--- config.mk ---
export PLATFORM = sky130hd
export DESIGN_NAME = mem_access_unit
export DESIGN_NICKNAME = d
export VERILOG_FILES = /design/src/rtl/mem_access_unit.sv
export SDC_FILE = /design/constraint.sdc
export NUM_CORES = 1
export LEC_CHECK = 0
export CAP_MARGIN = 20
export CORE_MARGIN = 2
export CORE_UTILIZATION = 39
export DETAILED_ROUTE_END_ITERATION = 6
export PLACE_DENSITY = 0.77
export SETUP_SLACK_MARGIN = 0.05
export SYNTH_ARGS = -nofsm -noshare
export SYNTH_HDL_FRONTEND = slang
export SYNTH_SLANG_ARGS = --single-unit
--- constraint.sdc ---
create_clock -name clk -period 2.8 [get_ports clk]
set_input_delay 0.28 -clock clk [delete_from_list [all_inputs] [get_ports clk]]
set_output_delay 0.28 -clock clk [all_outputs]
set_load 0.005 [all_outputs]
--- src/rtl/mem_access_unit.sv ---
// mem_access_unit: load/store unit between the execute stage and a word-wide
// data RAM. It turns byte/half/word requests into whole-word RAM accesses.
// Sub-word stores use a read-modify-write sequence that takes two cycles.
// Loads are extended and registered.
//
// Ports
//   clk, rst            clock; asynchronous active-high reset
//   req_valid/req_ready request handshake; ready is low while in WRITE
//   req_we, req_size    store/load select; size 00 byte, 01 half, 1x word
//   req_unsigned        loads only: zero-extend instead of sign-extend
//   req_addr, req_wdata byte address; right-aligned store data
//   load_data/valid     registered extended load result plus 1-cycle pulse
//   misalign, bad_addr  1-cycle reject pulse; address of last misaligned request
//   stall               inverse of req_ready
//   ram_addr/wdata/we   word-aligned RAM access (combinational)
//   ram_rdata           combinational RAM read data at ram_addr
module mem_access_unit #(
  parameter int unsigned BIG_ENDIAN = 0,
  parameter int unsigned ADDR_W     = 7
) (
  input  logic        clk,
  input  logic        rst,
  input  logic        req_valid,
  output logic        req_ready,
  input  logic        req_we,
  input  logic [1:0]  req_size,
  input  logic        req_unsigned,
  input  logic [31:0] req_addr,
  input  logic [31:0] req_wdata,
  output logic [31:0] load_data,
  output logic        load_valid,
  output logic        misalign,
  output logic [31:0] bad_addr,
  output logic        stall,
  output logic [31:0] ram_addr,
  output logic [31:0] ram_wdata,
  output logic        ram_we,
  input  logic [31:0] ram_rdata
);

  localparam int unsigned DW     = 32;
  localparam int unsigned PAD_W  = DW - ADDR_W;
  localparam bit          BE_ORD = (BIG_ENDIAN != 0);

  typedef enum logic {IDLE, WRITE} state_e;

  state_e        state_q, state_d;
  logic [DW-1:0] load_data_q, load_data_d;
  logic          load_valid_q, load_valid_d;
  logic          misalign_q, misalign_d;
  logic [DW-1:0] bad_addr_q, bad_addr_d;
  logic [DW-1:0] merge_q, merge_d;
  logic [DW-1:0] waddr_q, waddr_d;

  logic          accept_c;
  logic          is_word_c;
  logic          is_half_c;
  logic          misal_c;
  logic [1:0]    lane_c;
  logic [4:0]    shift_c;
  logic [DW-1:0] mask_c;
  logic [DW-1:0] lane_rdata_c;
  logic [DW-1:0] merged_c;
  logic [DW-1:0] ext_c;
  logic [DW-1:0] word_addr_c;
  logic          ram_we_c;

  // Request decode: alignment, lane selection and word address.
  always_comb begin
    is_word_c   = req_size[1];
    is_half_c   = (req_size == 2'b01);
    word_addr_c = {{PAD_W{1'b0}}, req_addr[ADDR_W-1:2], 2'b00};
    misal_c     = is_word_c ? (req_addr[1:0] != 2'b00) : (is_half_c & req_addr[0]);
    // Big-endian mirrors the lane: byte a -> lane 3-a, half a -> lane 2-a.
    if (is_half_c) begin
      lane_c = BE_ORD ? (req_addr[1:0] ^ 2'b10) : req_addr[1:0];
    end else begin
      lane_c = BE_ORD ? ~req_addr[1:0] : req_addr[1:0];
    end
    shift_c = {lane_c, 3'b000};
    mask_c  = is_half_c ? 32'h0000_FFFF : 32'h0000_00FF;
  end

  // Load extraction/extension and sub-word store merge.
  always_comb begin
    lane_rdata_c = ram_rdata >> shift_c;
    merged_c     = (ram_rdata & ~(mask_c << shift_c)) | ((req_wdata & mask_c) << shift_c);
    if (is_word_c) begin
      ext_c = ram_rdata;
    end else if (is_half_c) begin
      ext_c = {{16{~req_unsigned & lane_rdata_c[15]}}, lane_rdata_c[15:0]};
    end else begin
      ext_c = {{24{~req_unsigned & lane_rdata_c[7]}}, lane_rdata_c[7:0]};
    end
  end

  assign accept_c = req_valid & (state_q == IDLE);

  // Next-state and RAM-side outputs.
  always_comb begin
    state_d      = state_q;
    load_data_d  = load_data_q;
    load_valid_d = 1'b0;
    misalign_d   = 1'b0;
    bad_addr_d   = bad_addr_q;
    merge_d      = merge_q;
    waddr_d      = waddr_q;
    req_ready    = 1'b1;
    ram_addr     = word_addr_c;
    ram_wdata    = req_wdata;
    ram_we_c     = 1'b0;
    case (state_q)
      IDLE: begin
        if (accept_c) begin
          if (misal_c) begin
            misalign_d = 1'b1;
            bad_addr_d = req_addr;
          end else if (!req_we) begin
            load_data_d  = ext_c;
            load_valid_d = 1'b1;
          end else if (is_word_c) begin
            ram_we_c = 1'b1;
          end else begin
            merge_d = merged_c;
            waddr_d = word_addr_c;
            state_d = WRITE;
          end
        end
      end
      WRITE: begin
        req_ready = 1'b0;
        ram_addr  = waddr_q;
        ram_wdata = merge_q;
        ram_we_c  = 1'b1;
        state_d   = IDLE;
      end
      default: state_d = IDLE;
    endcase
  end

  // Reset blocks the write strobe combinationally, even mid-WRITE.
  assign ram_we     = ram_we_c & ~rst;
  assign stall      = ~req_ready;
  assign load_data  = load_data_q;
  assign load_valid = load_valid_q;
  assign misalign   = misalign_q;
  assign bad_addr   = bad_addr_q;

  always_ff @(posedge clk or posedge rst) begin
    if (rst) begin
      state_q      <= IDLE;
      load_data_q  <= '0;
      load_valid_q <= 1'b0;
      misalign_q   <= 1'b0;
      bad_addr_q   <= '0;
      merge_q      <= '0;
      waddr_q      <= '0;
    end else begin
      state_q      <= state_d;
      load_data_q  <= load_data_d;
      load_valid_q <= load_valid_d;
      misalign_q   <= misalign_d;
      bad_addr_q   <= bad_addr_d;
      merge_q      <= merge_d;
      waddr_q      <= waddr_d;
    end
  end

endmodule

Word level (Yosys, flattened, before mapping)
Index checks and enable logic that the tools add are counted.

word-level totals
  output and inout bits = 133
  memories = 0
  bits in writable memories = 0
  latch bits = 0
  input bits = 103
  memory bits (read-only) = 0
  flip-flop bits (word level) = 104

operators by class
  shifts and indexed selects = 3
  multipliers = 0
  equal/unequal tests = 1
  bitwise operators = 15
  div/mod/pow operators = 0
  add/sub/neg operators = 0
  multiplexer cells = 24
  reductions and logical operators = 4
  magnitude comparators = 0

operators by type and width
  kind                  number
  $mux W32              3
  $and A32 B16 Y32      1
  $and A32 B32 Y32      1
  $not A32 Y32          1
  $or A32 B32 Y32       1
  $shl A16 B5 Y32       1
  $shl A32 B5 Y32       1
  $shr A32 B5 Y16       1
  $mux W1               17
  $mux W16              1
  $mux W7               1
  $not A1 Y1            6
  $and A1 B1 Y1         5
  $reduce_and A5 Y1     1
  $pmux W1 S2           2
  $reduce_and A4 Y1     1
  $reduce_and A3 Y1     1
  $eq A2 B1 Y1 const B  1
  $reduce_bool A2 Y1    1

Longest topological paths before layout
Gate-level depths: netlist (run 1).

  word-level depth = 7
  depth in mapped cells = 7

Worst setup path after synthesis (run 1)
No wires, ideal clock.

  path kind = flip-flop to flip-flop
  from = register state_q, in the netlist stall
  to = register bad_addr_q[10], in the netlist bad_addr[10]
  stages on the path, launching flop included = 5
  slack = 1.334 ns
  path buffers = 1
  arrival = 1.341 ns
  cells stage by stage = dfrtp_1 -> nor2b_1 -> a21boi_2 -> buf_4 -> mux2_2

between the ends
  word-level cells in the longest chain between the ends = 3

RTL lines
  element                               RTL line  text
  start: declaration                    47        state_e state_q, state_d;
  start signal: assignment              159       state_q <= state_d;
  $not A1 Y1 *                          --
  $and A1 B1 Y1                         97        assign accept_c = req_valid & (state_q == IDLE);
  $reduce_and A3 Y1 (no source line) *  --
  end signal: assignment                163       bad_addr_q <= bad_addr_d;
  end: declaration                      51        logic [DW-1:0] bad_addr_q, bad_addr_d;

Mark *: on every way between the ends. The rest lies on a longest branch, timed or not.
A chain may end at the register's enable or synchronous reset.

Worst setup path in the final report (run 1)
  from = register state_q, in the netlist stall
  to = output ram_wdata[5]

between the ends
  word-level cells in the longest chain between the ends = 1

RTL lines
  element           RTL line  text
  $mux W32          112       case (state_q)
  end: declaration  36        output logic [31:0] ram_wdata,

Every way passes these cells.

==> flow_metrics.py, run 1 <==
metrics = {
    "placed_design": {
        "place.gp.congestion": 0.911,
        "place_ws_ns": 0.455,
        "dp_hpwl_um": 13500,
        "portBuffers": 208,
        "post-place-cells": 914,
    },
    "min_path": {
        "hold_path_class": "primary input to asynchronous set/reset pin",
    },
    "synthesis": {
        "syn-cell-area_um2": 5620,
        "synth_top_area_share_pct": 46.3,
        "ys_ff_latch": 104,
        "synth_warnings": 0,
        "synth.yosys.seq_area_share_pct": 46.3,
        "synth_top_area_cell": "dfrtp_1",
        "ys_types": 43,
        "syn_avg_cell_area_um2": 10.3,
        "ys_async_sr_fraction_pct": 100,
        "netlist_top_cells_area": "dfrtp_1 (46%), mux2_2 (15%), mux2i_1 (5.3%)",
        "synth-main-ff-cell": "dfrtp_1",
        "synthCells": 548,
        "synth_edf_count": 0,
    },
    "layout": {
        "num-nets-final": 848,
        "drive_gt1_share_pct": 16.0,
        "synthToLayoutAreaGrowth_pct": 43.7,
        "antennaDiodeCount": 0,
        "postLayoutCoreUtil_pct": 57.7,
        "fillerInstances": 1183,
        "instances_no_fill": 930,
    },
    "floorplanning": {
        "dieArea_um2": 15400,
        "die_w_um": 124,
        "die-height_um": 124,
        "rows": 43,
        "initial_core_util_pct": 40.2,
        "core_um2": 14000,
        "ios": 236,
    },
    "timing": {
        "slew_violations": 0,
        "fin_worst_skew_ns": 0.00845,
        "fin_crit_sh_pct": 88.5,
        "setup_viol": 0,
        "max_slew_margin_pct": 41.0,
        "worstMarginPinSlew_ns": 0.885,
        "fin_setup_tns_ns": 0,
        "hold_viol_final": 0,
        "worst_slack_ns": 0.322,
        "post-route-min-period_ns": 2.48,
        "timing.hold.ws_ns": 0.423,
        "max_freq_mhz": 404,
        "rsz0062_at_grt": "false",
    },
    "routing": {
        "drc": 0,
        "vias": 4878,
        "drtIter0Drc": 303,
        "viasPerCell": 5.25,
        "drt-total-wl_um": 17600,
        "drt-pass1-iter-count": 5,
        "wl_per_cell_um": 19.0,
        "ant_nets": 0,
    },
    "global_route": {
        "antenna_found_initial": 0,
        "grt_max_degree": 42,
        "gr-total-overflow": 0,
        "grt_pass1_vias": 4806,
        "grt_pass1_wl_um": 26400,
        "grt.total_usage_pct": 22.8,
    },
    "clock_network": {
        "hold_buffers": 0,
        "cts_buffers": 9,
        "clock_latency_ns": 0.35,
        "numClockSinks": 104,
        "cts_tree": "done",
        "clk_pin_slew_ns": 0.08,
        "clockRootBuffer": "clkbuf_16",
        "postCtsResizedCells": 0,
        "post_cts_buffers": 0,
        "clockBufferDepth": 2,
        "htreeDepth": 3,
    },
    "critical_path": {
        "ff2ff_setup_slack_ns": 0.44,
        "worstPathRequired_ns": 2.52,
        "endpoint_kind": "output port",
        "crit_arrival_ns": 2.20,
        "cp_max_fo": 41,
        "worstSetupPathType": "flop to output port",
        "startpoint": "stall$_DFF_PP0_",
        "critPathLaunchType": "flop",
        "r2r_start": "stall$_DFF_PP0_",
    },
    "flow_run": {
        "drv_cap": 0,
    },
    "power": {
        "p_sw_share_pct": 28.4,
        "clkPwrFrac_pct": 26.8,
        "power.leakage_nw": 3.37,
        "power_density_nw_per_um2": 560,
        "p_comb_share_pct": 29.2,
        "seq_power_share_pct": 44.0,
        "internal_power_mw": 3.24,
        "switchingPower_mw": 1.28,
        "irDropWorstVdd_v": 0.000298,
    },
    "run_status": {
        "status": "completed",
    },
}
-- worst max-delay path, cell delays in order (launching register included) --
cell and delay (ns):
dfrtp_2 0.95, mux2_2 0.44, clkdlybuf4s50_1 0.45
-- cells in the mapped netlist (5+ instances only) --
library cell,number
a21oi_1,17
a221oi_1,16
a31oi_1,6
and2_0,7
buf_2,15
buf_4,35
clkbuf_1,7
dfrtp_1,104
mux2_2,77
mux2i_1,30
nand2_1,76
nor2_1,45
nor2b_1,9
o211ai_1,10
o21ai_0,49
or2b_1,5
-- cell type report --
type / count / area (um2) / area share (%)
Inverter: 5 / 22.5 / 0.279
Sequential cell: 104 / 2600 / 32.2
Clock buffer: 10 / 229 / 2.84
Multi-Input combinational cell: 402 / 2700 / 33.4
Clock inverter: 6 / 51.3 / 0.635
Timing Repair Buffer: 223 / 2240 / 27.8
Tap cell: 180 / 225 / 2.79
-- final timing paths --
kind	endpoint	cells after the start
max	ram_wdata[5]	2
min	merge_q[24]$_DFFE_PP0P_	2
max reg2reg	merge_q[23]$_DFFE_PP0P_	5
min reg2reg	waddr_q[3]$_DFFE_PP0P_	2
max in group asynchronous	load_data[13]$_DFFE_PP0P_	3
min in group clk	waddr_q[3]$_DFFE_PP0P_	2
-- sequential cells by signal, summed over array words and instances (netlist names) --
| register | cells |
|---|---|
| bad_addr | 32 |
| load_data | 32 |
| load_valid | 1 |
| merge_q | 32 |
| misalign | 1 |
| stall | 1 |
| waddr_q | 5 |
-- through the flow --
| stage | power [mW] | cell area, um2 |
|---|---|---|
| floorplan | 2.53 | 5720 |
| global placement | 3.31 | 7790 |
| detailed placement | 3.35 | 7790 |
| CTS | 4.57 | 8070 |
| global route | 4.78 | 8070 |
| finish | 4.52 | 8070 |
-- placed cells by master, fill, tap and decap left out, types with 2 or more instances in the layout --
cell / Yosys / routed
nand2_1: 76 / 76
a21oi_1: 17 / 17
inv_6: 0 / 2
and2_1: 3 / 3
nor2_1: 45 / 45
a2bb2oi_1: 2 / 2
nor2b_1: 9 / 9
a31oi_1: 6 / 6
dfrtp_1: 104 / 103
clkbuf_16: 0 / 9
clkdlybuf4s50_1: 0 / 208
conb_1: 1 / 27
inv_1: 3 / 2
buf_4: 35 / 11
o211ai_1: 10 / 10
nand3_2: 1 / 2
or2b_1: 5 / 5
o21ai_0: 49 / 49
mux2_2: 77 / 77
a221oi_1: 16 / 16
nand2b_1: 4 / 4
and2_0: 7 / 7
mux2i_1: 30 / 30
clkinv_4: 0 / 2
buf_12: 0 / 4
-- layer usage --
| layer | up-vias | global-route usage, % | share of wire, % |
|---|---|---|---|
| met5 | - | 0 | 0 |
| met4 | 0 | 9.41 | 2.9 |
| met3 | 44 | 4.49 | 8.5 |
| met2 | 263 | 37.8 | 48 |
| met1 | 2319 | 29.3 | 41 |
| li1 | 2252 | - | - |
-- kinds of logic after synthesis --
group	after synthesis	share of synthesized area, %
buf+inv	68	7.62
compound gates	110	12.5
mux	107	20.8
flops	104	46.3
other cells	1	0.0668
simple gates	158	12.7
-- power groups by stage --
stage,clock network [mW],logic [mW],registers [mW]
5_1_grt,1.30,1.45,2.03
3_3_place_gp,0,1.30,2.01
2_1_floorplan,0,0.548,1.98
6_report,1.21,1.32,1.99
4_1_cts,1.24,1.33,2.00
3_5_place_dp,0,1.33,2.02
(Power assumes the default switching activity.)
==> run 2: changes to the inputs <==
--- a/config.mk
+++ b/config.mk
@@ -7,10 +7,11 @@
 export LEC_CHECK = 0
 export CAP_MARGIN = 20
 export CORE_MARGIN = 2
-export CORE_UTILIZATION = 39
+export CORE_UTILIZATION = 45
 export DETAILED_ROUTE_END_ITERATION = 6
-export PLACE_DENSITY = 0.77
+export DONT_BUFFER_PORTS = 1
 export SETUP_SLACK_MARGIN = 0.05
 export SYNTH_ARGS = -nofsm -noshare
 export SYNTH_HDL_FRONTEND = slang
 export SYNTH_SLANG_ARGS = --single-unit
+export TNS_END_PERCENT = 100
==> constraint.sdc (replaced) <==
create_clock -name clk -period 2.9 [get_ports clk]
set_input_delay 0.29 -clock clk [delete_from_list [all_inputs] [get_ports clk]]
set_output_delay 0.29 -clock clk [all_outputs]
set_load 0.005 [all_outputs]
==> run 2 against run 1 <==
Net effect: cell count down 24%; non-clock buffer count down 214; via count down 19%; core utilization down 8.9 points; register-to-register slack better by 0.53 ns; design area down 27%; worst hold slack worse by 0.38 ns; setup slack better by 0.65 ns; sequential share of layout area up 12 points; sequential cell count unchanged; clock skew down 0.0025 ns; count of clock-buffer cells in the layout up 3; largest power group unchanged.
==> flow_metrics.py, run 2 (same netlist as run 1, synthesis figures left out) <==
metrics = {
    "run_status": {
        "status": "completed",
    },
    "critical_path": {
        "cp_cell_sequence": "nor2b_1, nand3_2, buf_4, a221oi_1, nor2_1",
        "path_buf_inv": 1,
        "path_depth": 5,
        "ff2ff_path_depth": 5,
        "worstSetupPathType": "flop to flop",
        "worstPathRequired_ns": 3.13,
        "endpoint_kind": "flop",
        "cp_slowest_cell": "dfrtp_2",
        "cp_max_fo": 37,
        "crit_family": "simple AND/OR/NAND/NOR gates",
        "max_stage_delay_ns": 0.41,
        "critPathLaunchType": "flop",
        "crit_arrival_ns": 2.16,
    },
    "timing": {
        "max_freq_mhz": 519,
        "fin_crit_sh_pct": 66.4,
        "hold_viol_final": 0,
        "worstMarginPinSlew_ns": 0.603,
        "fin_setup_tns_ns": 0,
        "slew_violations": 0,
        "rsz0062_at_grt": "false",
        "fin_worst_skew_ns": 0.00597,
        "post-route-min-period_ns": 1.93,
        "max_slew_margin_pct": 59.7,
        "setup_viol": 0,
    },
    "clock_network": {
        "clockRootBuffer": "clkbuf_16",
        "numClockSinks": 104,
        "cts_buffers": 9,
        "clock_latency_ns": 0.35,
        "cts_tree": "done",
        "clockBufferDepth": 2,
        "postCtsResizedCells": 0,
        "clk_pin_slew_ns": 0.07,
        "htreeDepth": 3,
        "post_cts_buffers": 0,
    },
    "routing": {
        "drt-total-wl_um": 15500,
        "drt-pass1-iter-count": 4,
        "drtIter0Drc": 240,
        "viasPerCell": 5.65,
        "drc": 0,
        "wl_per_cell_um": 22.0,
        "vias": 3975,
        "ant_nets": 0,
    },
    "global_route": {
        "grt_pass1_wl_um": 22600,
        "grt_pass1_vias": 3860,
        "gr-total-overflow": 0,
        "grt_max_degree": 58,
        "antenna_found_initial": 1,
        "grt.total_usage_pct": 22.8,
    },
    "layout": {
        "drive_gt1_share_pct": 20.9,
        "instances_no_fill": 704,
        "num-nets-final": 634,
        "fillerInstances": 1166,
        "layout_commonest_cell": "dfrtp_1",
        "synthToLayoutAreaGrowth_pct": 5.32,
        "antennaDiodeCount": 0,
        "final_cell_mix": "dfrtp_1 (103), mux2_2 (77), nand2_1 (76), o21ai_0 (49), nor2_1 (45)",
        "final_area_um2": 5920,
        "postLayoutCoreUtil_pct": 48.9,
    },
    "floorplanning": {
        "die-height_um": 116,
        "ios": 236,
        "core_um2": 12100,
        "rows": 40,
        "die_w_um": 116,
        "dieArea_um2": 13400,
        "initial_core_util_pct": 46.4,
    },
    "power": {
        "fin_total_pwr_mw": 3.78,
        "irDropWorstVdd_v": 0.000301,
        "power_density_nw_per_um2": 638,
        "power.leakage_nw": 2.54,
    },
    "placed_design": {
        "post-place-cells": 687,
        "placed_area_um2": 5610,
        "portBuffers": 0,
        "place.gp.congestion": 0.828,
        "dp_hpwl_um": 11500,
    },
    "min_path": {
        "hold_depth": 2,
        "hold_path_class": "primary input to flop",
    },
    "flow_run": {
        "drv_cap": 0,
    },
}
run 2: cell types whose count changed in the layout (fill, tap and decap cells not counted):
cell,change
buf_12,-3
buf_4,-4
bufinv_16,+1
clkbuf_1,+1
clkbuf_8,+2
clkdlybuf4s50_1,-208
clkinv_2,+1
clkinv_4,-2
dlygate4sd3_1,+1
inv_6,-2
inv_8,-1
run 2: worst paths after layout:
check | slack, ns | endpoint | from
max in group asynchronous | 1.63 | merge_q[14]$_DFFE_PP0P_ | rst
worst min-delay path | 0.04 | waddr_q[4]$_DFFE_PP0P_ | req_addr[4]
worst max-delay path | 0.97 | merge_q[21]$_DFFE_PP0P_ | stall$_DFF_PP0_
worst min register to register | 0.47 | waddr_q[2]$_DFFE_PP0P_ | waddr_q[2]$_DFFE_PP0P_
worst max register to register | 0.97 | merge_q[21]$_DFFE_PP0P_ | stall$_DFF_PP0_
min in group asynchronous | 0.53 | merge_q[21]$_DFFE_PP0P_ | rst
run 2: timing repair:
| item | 4_1_cts | 5_1_grt |
|---|---|---|
| endpoints found under the hold margin | 22 | 0 |
| hold buffers | 1 | 0 |
| setup endpoints to repair | 0 | 0 |
run 2: layout make-up:
cell class | instances | area [um2] | share of cell area [%]
Timing Repair Buffer | 9 | 82.6 | 1.40
Multi-Input combinational cell | 402 | 2700 | 45.6
Inverter | 5 | 22.5 | 0.381
Sequential cell | 104 | 2600 | 44.0
Clock inverter | 3 | 40.0 | 0.677
Clock buffer | 13 | 260 | 4.40
Tap cell | 168 | 210 | 3.55
run 2: where the power goes:
part / switching [mW] / total (mW) / leakage [nW] / internal (mW)
Sequential: 0.231 / 1.98 / 1.25 / 1.75
Clock: 0.528 / 1.24 / 0.150 / 0.715
Combinational: 0.278 / 0.557 / 1.14 / 0.279
Total: 1.04 / 3.78 / 2.54 / 2.74
run 2: through the flow:
step	hold WS (ns)	worst slack, ns
detailed placement	0.266	0.976
finish	0.0444	0.974
global placement	0.260	1.04
CTS	0.0361	0.957
global route	0.0481	0.752
floorplan	0.395	1.36
run 2: metal layers:
metal / global-route usage [%] / share of wire (%)
met1: 27.5 / 40
met2: 37.7 / 48
met3: 7.69 / 10
met4: 9.21 / 2.2
met5: 0 / 0.090
==> run 3: changes to the inputs <==
==> constraint.sdc (replaced) <==
create_clock -name clk -period 1.81 [get_ports clk]
set_input_delay 0.181 -clock clk [delete_from_list [all_inputs] [get_ports clk]]
set_output_delay 0.181 -clock clk [all_outputs]
set_load 0.005 [all_outputs]
==> run 3 against run 2 <==
Net effect: power increased by 60%; critical path depth shrank 3; sequential power increased by 60%; clock skew is 0.00085 ns higher; design area increased by 8.9%; count of clock-buffer cells in the layout is 3 lower; setup slack worse by 0.85 ns; wire length increased by 6.1%; critical path type is now flop to output port.
==> flow_metrics.py, run 3 (same netlist as run 1, synthesis figures left out) <==
metrics = {
    "run_status": {
        "status": "completed",
    },
    "power": {
        "p_comb_share_pct": 16.8,
        "irDropWorstVdd_v": 0.000429,
        "switchingPower_mw": 1.75,
        "power.leakage_nw": 2.74,
        "internal_power_mw": 4.30,
        "fin_total_pwr_mw": 6.05,
        "clkPwrFrac_pct": 31.1,
        "power_density_nw_per_um2": 939,
        "p_sw_share_pct": 28.9,
        "seq_power_share_pct": 52.2,
    },
    "global_route": {
        "gr-total-overflow": 0,
        "antenna_found_initial": 0,
        "grt_pass1_wl_um": 24300,
        "grt_max_degree": 60,
        "grt_pass1_vias": 4319,
        "grt.total_usage_pct": 24.5,
    },
    "routing": {
        "drtIter0Drc": 274,
        "viasPerCell": 5.56,
        "vias": 4202,
        "drt-pass1-iter-count": 6,
        "wl_per_cell_um": 21.8,
        "drt-total-wl_um": 16500,
        "ant_nets": 0,
        "drc": 0,
    },
    "placed_design": {
        "dp_hpwl_um": 11500,
        "place.gp.congestion": 0.849,
        "portBuffers": 0,
    },
    "floorplanning": {
        "die_w_um": 116,
        "dieArea_um2": 13400,
        "ios": 236,
        "initial_core_util_pct": 46.4,
        "rows": 40,
        "core_um2": 12100,
        "die-height_um": 116,
    },
    "critical_path": {
        "cp_max_fo": 39,
        "crit_arrival_ns": 1.50,
        "worstPathRequired_ns": 1.63,
        "endpoint_kind": "output port",
        "critPathLaunchType": "flop",
        "worstSetupPathType": "flop to output port",
    },
    "layout": {
        "synthToLayoutAreaGrowth_pct": 14.7,
        "final_cell_mix": "dfrtp_1 (103), mux2_2 (77), nand2_1 (76), dlygate4sd3_1 (51), o21ai_0 (49)",
        "antennaDiodeCount": 0,
        "layout_commonest_cell": "dfrtp_1",
        "fillerInstances": 1119,
        "num-nets-final": 686,
        "drive_gt1_share_pct": 19.7,
    },
    "timing": {
        "setup_viol": 0,
        "hold_viol_final": 0,
        "worstMarginPinSlew_ns": 0.555,
        "max_freq_mhz": 594,
        "slew_violations": 0,
        "post-route-min-period_ns": 1.68,
        "fin_crit_sh_pct": 93.1,
        "rsz0062_at_grt": "false",
        "max_slew_margin_pct": 63.0,
        "fin_setup_tns_ns": 0,
        "fin_worst_skew_ns": 0.00682,
        "timing.hold.ws_ns": 0.00910,
    },
    "clock_network": {
        "cts_buffers": 9,
        "clockBufferDepth": 2,
        "clock_latency_ns": 0.36,
        "htreeDepth": 3,
        "clockRootBuffer": "clkbuf_16",
        "clk_pin_slew_ns": 0.07,
        "numClockSinks": 104,
        "post_cts_buffers": 0,
        "cts_tree": "done",
    },
    "flow_run": {
        "drv_cap": 0,
    },
    "min_path": {
        "hold_path_class": "primary input to flop",
    },
}
[run 3: cell count changes in the layout (fill, tap and decap cells not counted), moves of 2 or more]
cell,change
clkbuf_1,-2
dlygate4sd3_1,+50
inv_6,+2
buf_12,+2
clkinvlp_4,+2
[run 3: power groups by stage]
stage                     Combinational, mW  Sequential [mW]  Clock [mW]
after floorplan                       0.848             3.07           0
after global placement                0.883             3.20           0
after detailed placement              0.921             3.21           0
after CTS                              1.02             3.17        1.93
after global routing                   1.15             3.22        2.02
final                                  1.02             3.16        1.88
[run 3: final cells by class]
class | count | area, um2 | area share (%)
multi-input cells | 402 | 2700 | 41.9
flip-flops and latches | 104 | 2600 | 40.4
repair buffers | 61 | 627 | 9.73
clock buffers | 10 | 239 | 3.71
well taps | 168 | 210 | 3.26
clock inverters | 6 | 42.5 | 0.660
inverters | 5 | 22.5 | 0.350
[run 3: per-layer routing]
layer	share of wire [%]	GRT usage [%]	vias up
li1	-	-	1928
met1	39	29.5	2017
met2	47	40.3	221
met3	11	8.26	36
met4	3.1	10.6	0
met5	0	0	-
[run 3: what timing repair did]
item / 4_1_cts / 5_1_grt
hold buffers: 51 / 0
endpoints found under the setup margin: 37 / 0
hold endpoints to repair: 69 / 0
gates resized for setup: 1 / 0
[run 3: worst paths after layout]
path / startpoint / end / slack [ns] / depth (start not counted)
worst max-delay path: stall$_DFF_PP0_ / ram_wdata[22] / 0.13 / 2
worst min-delay path: req_size[0] / load_data[9]$_DFFE_PP0P_ / 0.009 / 2
worst max register to register: stall$_DFF_PP0_ / load_data[21]$_DFFE_PP0P_ / 0.21 / 4
worst min register to register: waddr_q[4]$_DFFE_PP0P_ / waddr_q[4]$_DFFE_PP0P_ / 0.48 / 2
max in group asynchronous: rst / load_data[16]$_DFFE_PP0P_ / 0.81 / 3
min in group asynchronous: rst / waddr_q[6]$_DFFE_PP0P_ / 0.30 / 2
[run 3: worst max-delay path, stage by stage (launching register included)]
cell and delay [ns]:
dfrtp_2 0.38, buf_6 0.34, mux2_2 0.41
[run 3: metrics by stage]
step	std cells	setup WS, ns	area [um2]	util [%]
finish	756	0.126	6440	53.2
global route	756	0.0531	6440	53.2
CTS	756	0.111	6440	53.2
detailed placement	689	0.240	5650	46.6
global placement	689	0.295	5650	46.6
floorplan	574	0.344	5720	-
